**config.mk**
```make
export PLATFORM = sky130hd
export DESIGN_NAME = mindfocus_juiz_jogada
export DESIGN_NICKNAME = d
export VERILOG_FILES = /design/src/rtl/mindfocus_pkg.sv /design/src/rtl/contador_m.sv /design/src/rtl/mindfocus_juiz_jogada.sv
export SDC_FILE = /design/constraint.sdc
export NUM_CORES = 1
export LEC_CHECK = 0
export BUFFER_PORTS_ARGS = -buffer_cell sky130_fd_sc_hd__buf_2
export CAP_MARGIN = 15
export CORE_MARGIN = 4
export CORE_UTILIZATION = 55
export DETAILED_ROUTE_END_ITERATION = 12
export PLACE_DENSITY = 0.72
export SLEW_MARGIN = 15
export SYNTH_ARGS = -nofsm -noshare
export SYNTH_HDL_FRONTEND = slang
export SYNTH_SLANG_ARGS = --single-unit
```
**constraint.sdc**
```tcl
create_clock -name clock -period 2.3 [get_ports clock]
set_input_delay 0.46 -clock clock [delete_from_list [all_inputs] [get_ports clock]]
set_output_delay 0.46 -clock clock [all_outputs]
set_load 0.03 [all_outputs]
```
**src/rtl/mindfocus_pkg.sv**
```systemverilog
`default_nettype none
// ----------------------------------------------------------------------
// Package : mindfocus_pkg
// Purpose : Shared state codes and timing defaults for the MindFocus judge.
// Revision: 1.0
// ----------------------------------------------------------------------
package mindfocus_pkg;

  localparam int ESPERA_MS_PADRAO = 5000;
  localparam int JANELA_MS_PADRAO = 10000;
  localparam int RODADAS_PADRAO   = 3;
  localparam int N_BOTOES_PADRAO  = 4;

  // Enum values double as the db_estado display codes.
  typedef enum logic [3:0] {
    INICIAL  = 4'd0,
    PREPARA  = 4'd1,
    ESPERA   = 4'd2,
    JANELA   = 4'd3,
    REGISTRA = 4'd4,
    COMPARA  = 4'd5,
    SOLTA    = 4'd6,
    PROXIMA  = 4'd7,
    FIM      = 4'd15
  } estado_t;

  function automatic int largura_timer(input int a, input int b);
    int maior;
    maior = (a > b) ? a : b;
    return $clog2(maior + 1);
  endfunction

endpackage
`default_nettype wire

```
**src/rtl/contador_m.sv**
```systemverilog
`default_nettype none
// ----------------------------------------------------------------------
// Module  : contador_m
// Purpose : Modulo-M up counter that parks at M-1 instead of wrapping.
// Revision: 1.0
// ----------------------------------------------------------------------
module contador_m #(
  parameter int M = 10,
  parameter int W = $clog2(M + 1)
) (
  input  logic         clock,
  input  logic         reset,
  input  logic         zera,
  input  logic         conta,
  output logic [W-1:0] Q,
  output logic         fim
);

  localparam logic [W-1:0] ULTIMO = W'(M - 1);

  always_ff @(posedge clock) begin
    if (reset || zera) begin
      Q <= '0;
    end else if (conta && (Q != ULTIMO)) begin
      Q <= Q + W'(1);
    end
  end

  assign fim = (Q == ULTIMO);

endmodule
`default_nettype wire

```
**src/rtl/mindfocus_juiz_jogada.sv**
```systemverilog
`default_nettype none
// ----------------------------------------------------------------------
// Module  : mindfocus_juiz_jogada
// Purpose : Paces MindFocus rounds and judges the player's button plays.
// Revision: 1.0
// ----------------------------------------------------------------------
module mindfocus_juiz_jogada
  import mindfocus_pkg::*;
#(
  parameter int ESPERA_MS = ESPERA_MS_PADRAO,
  parameter int JANELA_MS = JANELA_MS_PADRAO,
  parameter int RODADAS   = RODADAS_PADRAO,
  parameter int N_BOTOES  = N_BOTOES_PADRAO
) (
  input  logic                clock,
  input  logic                reset,
  input  logic                iniciar,
  input  logic                voltar,
  input  logic [N_BOTOES-1:0] botoes,
  input  logic [N_BOTOES-1:0] esperado,
  output logic [3:0]          indice,
  output logic                janela,
  output logic                tem_jogada,
  output logic                igual_jogada,
  output logic                timeout,
  output logic [3:0]          acertos,
  output logic                pronto,
  output logic [3:0]          db_estado
);

  localparam int         TW          = largura_timer(ESPERA_MS, JANELA_MS);
  localparam logic [3:0] ULTIMA      = 4'(RODADAS - 1);
  localparam logic [3:0] MAX_ACERTOS = 4'(RODADAS);

  estado_t             estado;
  logic [N_BOTOES-1:0] botoes_ant;
  logic [N_BOTOES-1:0] jogada;
  logic [TW-1:0]       q_espera;
  logic [TW-1:0]       q_janela;
  logic                fim_espera;
  logic                fim_janela;
  logic                borda;
  logic                um_quente;
  logic                unused_q;

  // The hold-off counter is one longer than ESPERA_MS so the window opens
  // ESPERA_MS+1 cycles after ESPERA is entered.
  contador_m #(.M(ESPERA_MS + 1), .W(TW)) u_espera (
    .clock (clock),
    .reset (reset),
    .zera  (estado != ESPERA),
    .conta (estado == ESPERA),
    .Q     (q_espera),
    .fim   (fim_espera)
  );

  contador_m #(.M(JANELA_MS), .W(TW)) u_janela (
    .clock (clock),
    .reset (reset),
    .zera  (estado != JANELA),
    .conta (estado == JANELA),
    .Q     (q_janela),
    .fim   (fim_janela)
  );

  assign unused_q = ^{q_espera, q_janela};

  // ESPERA only exits with buttons released, so botoes_ant is zero on the
  // first window cycle and a button held over from earlier never counts.
  assign borda     = (botoes_ant == '0) && (botoes != '0);
  assign um_quente = (jogada != '0) && ((jogada & (jogada - N_BOTOES'(1))) == '0);

  always_ff @(posedge clock) begin
    if (reset) begin
      botoes_ant <= '0;
    end else begin
      botoes_ant <= botoes;
    end
  end

  always_ff @(posedge clock) begin
    if (reset || voltar) begin
      estado       <= INICIAL;
      indice       <= 4'd0;
      acertos      <= 4'd0;
      jogada       <= '0;
      tem_jogada   <= 1'b0;
      igual_jogada <= 1'b0;
      timeout      <= 1'b0;
    end else begin
      tem_jogada   <= 1'b0;
      igual_jogada <= 1'b0;
      timeout      <= 1'b0;
      case (estado)
        INICIAL: if (iniciar) estado <= PREPARA;
        PREPARA: begin
          acertos <= 4'd0;
          indice  <= 4'd0;
          estado  <= ESPERA;
        end
        ESPERA: if (fim_espera && (botoes == '0)) estado <= JANELA;
        JANELA: begin
          // A play on the terminal cycle takes precedence over the timeout.
          if (borda) begin
            jogada <= botoes;
            estado <= REGISTRA;
          end else if (fim_janela) begin
            timeout <= 1'b1;
            estado  <= PROXIMA;
          end
        end
        REGISTRA: begin
          tem_jogada   <= 1'b1;
          igual_jogada <= um_quente && (jogada == esperado);
          estado       <= COMPARA;
        end
        COMPARA: begin
          if (igual_jogada && (acertos != MAX_ACERTOS)) acertos <= acertos + 4'd1;
          estado <= SOLTA;
        end
        SOLTA: if (botoes == '0) estado <= PROXIMA;
        PROXIMA: begin
          if (indice == ULTIMA) begin
            estado <= FIM;
          end else begin
            indice <= indice + 4'd1;
            estado <= ESPERA;
          end
        end
        FIM: if (iniciar) estado <= PREPARA;
        default: estado <= INICIAL;
      endcase
    end
  end

  assign janela    = (estado == JANELA);
  assign pronto    = (estado == FIM);
  assign db_estado = estado;

endmodule
`default_nettype wire

```
==> summary.md <==
| Metric | Value |
|---|---|
| Status | `finished clean` |
| Sequential share of the synthesized area | `0.403` |
| Max-cap viol count | `0` |
| Clock Latency Late Sink | `between 0.3 and 0.4 ns` |
| Clock power share | `0.351` |
| Clk sinks | `approximately 50` |
| Initial antenna violation count | `0` |
| Core area | `4410 um2` |
| Fin nets | `between 300 and 400` |
| R2R Path Start | `db_estado[0]` |
| Vias in the first global route | `1956` |
| IO Count | `29` |
| Drt first pass iters | `4` |
| Static leakage | `0.990 nW` |
| Post-Route WL | `5100 um` |
| Psw | `~350 uW` |
| EDFF count, synth | `0` |
| Syn_nets | `a little over 300` |
| Layout cells sized above 1 | `0.156` |
| First-pass GRT wire length | `approximately 9000 um` |
| Async S/R FF share, synth | `0` |
| Area delta synth->final | `10.7%` |
| Cell taking the most area after synthesis | `dfxtp_1` |
| Max FO, Critical Path | `12` |
| Via/cell ratio | `around 5.8` |
| Ranking of synthesized cells by area | `dfxtp_1 (40%), a21oi_1 (4.7%), nor2_1 (4.0%), o21ai_0 (3.9%), or3_1 (3.2%)` |
| CTS tree | `yes` |
| CTS clk-pin slew, worst paths | `roughly 0.10 ns` |
| Worst Skew | `~0.0088 ns` |
| Final worst setup slack | `~0.31 ns` |
| Final core occ | `0.636` |
| Post_cts resized | `0` |
| Post-DP HPWL | `roughly 3800 um` |
| Worst slew margin | `0.614` |
| Vias | `2168` |
| Initial Util | `0.575` |
| DIE AREA | `between 5000 and 6000 um2` |
| Synthesized netlist cell count | `290` |
| Syn Area/Cell | `just under 9 um2` |
| Synth Flop Type | `dfxtp_1` |
| Final Max Tran Viols | `0` |
| Slowest CP cell | `dfxtp_1` |
| # hold bufs at CTS | `0` |
| Worst Path Buf+Inv | `2` |
| Final Total Pwr | `roughly 1.5 mW` |
| Combinational share of power | `0.042` |
| Max clock buf depth | `2` |
| Die X | `about 76 um` |
| Hold WC Path Type | `in -> reg` |
| Most frequent cells in the layout | `dfxtp_1 (51), buf_2 (28), nor2_1 (27), a21oi_1 (24), o21ai_0 (20)` |
| #FFs+latches synth | `~50` |
| Internal power | `1.13 mW` |
| CTS root buf | `clkbuf_8` |
| Critical path class | `reg -> out` |
| Pwr/cell area | `between 500 and 600 nW/um2` |
| Area share of the largest cell type after synthesis | `0.403` |
| Tmin final | `around 2.0 ns` |
| Worst Tran Pin Value | `between 0.5 and 0.6 ns` |
| H-tree Lvls | `2` |
| 1st-iter DRT viols | `140` |
| Routability cong. | `0.822` |
| Commonest non-fill, non-tap cell in the layout | `dfxtp_1` |
| Cell Area, Synth | `between 2000 and 3000 um2` |
| Largest net degree at the start of global routing | `17` |
| Worst hold start | `botoes[0]` |
| Switch share | `0.235` |
| PortBufs | `28` |
| Sequential power share | `0.606` |
| Crit path launch | `db_estado[0]` |
| Final setup fails | `0` |
| Startpoint Class | `flip-flop` |
| Row cnt | `24` |
| Fmax achieved | `slightly above 0.5 GHz` |
| Crit end category | `output port` |
| Drt wl/cell | `roughly 14 um` |
| CP Cell Sequence | `nand4bb_4 > inv_2 > buf_2` |
| DRC viols | `0` |
| Max VDD drop | `between 0.3 and 0.4 mV` |
| Ys Warns | `0` |
| Worst Path Arrival | `approximately 1.5 ns` |
| GR Overflow Total | `0` |
| Fin. Hold Viols | `0` |
| Critical Path RT | `approximately 1.8 ns` |
| Ant diodes | `0` |
| Final Cycle Share | `0.864` |
| Post-Place Worst Slack | `0.339 ns` |
| Inserted Clock Buffers | `5` |
| Die Ht | `between 70 and 80 um` |
| Detail Route Antenna Nets | `0` |
| Synth cell types | `55` |
| Kind of cell adding the most delay to the critical path | `flip-flops` |
| Total track usage | `0.183` |
| RSZ-0062 raised after global routing | `false` |
| Setup bufs post-CTS | `0` |
| Crit-path max cell delay | `approximately 0.62 ns` |
| Setup TNS | `0 ns` |
synth_stat cells (all sizes together), types with 2 or more instances:
cell	number
nand2b	5
or3b	2
ha	6
or3	13
and2	3
nor4	2
nand2	17
nand3	14
dfxtp	51
xnor2	3
nand4bb	2
nand3b	2
and4	3
mux2i	5
buf	5
a31oi	3
clkbuf	6
and3	4
nor3b	4
inv	9
a21boi	2
a21oi	24
xor2	8
nor3	4
or4	6
o31ai	2
nor4b	4
nor2	27
nor2b	4
o21ai	20
nand4b	2
nand4	9
a211oi	4
routing by layer:
metal,part of all wire,GRT usage,vias up
met4,0.014,0.0534,0
met2,0.44,0.277,49
met3,0.048,0.0462,5
met1,0.49,0.255,992
met5,0,0,-
li1,-,-,1122
registers in the layout, summed over array words and instances, names as in the netlist:
name	flops
igual_jogada	1
tem_jogada	1
u_janela.Q	14
acertos	4
u_espera.Q	14
timeout	1
jogada	4
db_estado	4
botoes_ant	4
indice	4
power groups by stage:
stage	Combinational, mW	Sequential [mW]	Clock, mW
6_report	0.0624	0.893	0.517
5_1_grt	0.0710	0.895	0.568
4_1_cts	0.0623	0.893	0.537
3_5_place_dp	0.0619	0.914	0
3_3_place_gp	0.0623	0.913	0
2_1_floorplan	0.0383	0.913	0
cells by family after synthesis:
group,after synthesis,synth area share
buffers and inverters,20,0.0375
and+or+nand+nor,132,0.313
AOI/OAI and AO/OA,64,0.155
DFF,51,0.403
adders and majority gates,6,0.0296
xor gates and xnor gates,11,0.0380
muxes,6,0.0242
metrics by stage:
step	cell area (um2)	hold slack, ns	cells
finish	2810	0.399	372
global placement	2720	0.464	364
CTS	2810	0.389	372
floorplan	2540	0.453	290
global route	2810	0.402	372
detailed placement	2720	0.479	364
worst paths after layout:
path	end	slack [ns]	depth (start not counted)
hold reg to reg	jogada[1]	0.49	2
setup / recovery	janela	0.31	3
hold / removal	botoes_ant[0]	0.40	2
setup reg to reg	u_espera.Q[7]	0.34	5
layout make-up:
class,instances,area (um2)
fill,403,1610
multi-input combinational,219,1420
sequential,51,1020
timing repair buffer,33,178
clock buffer,5,68.8
tap,52,65.1
inverter,9,33.8
clock inverter,3,20.0
No activity file was read; power rests on OpenSTA's default activity.
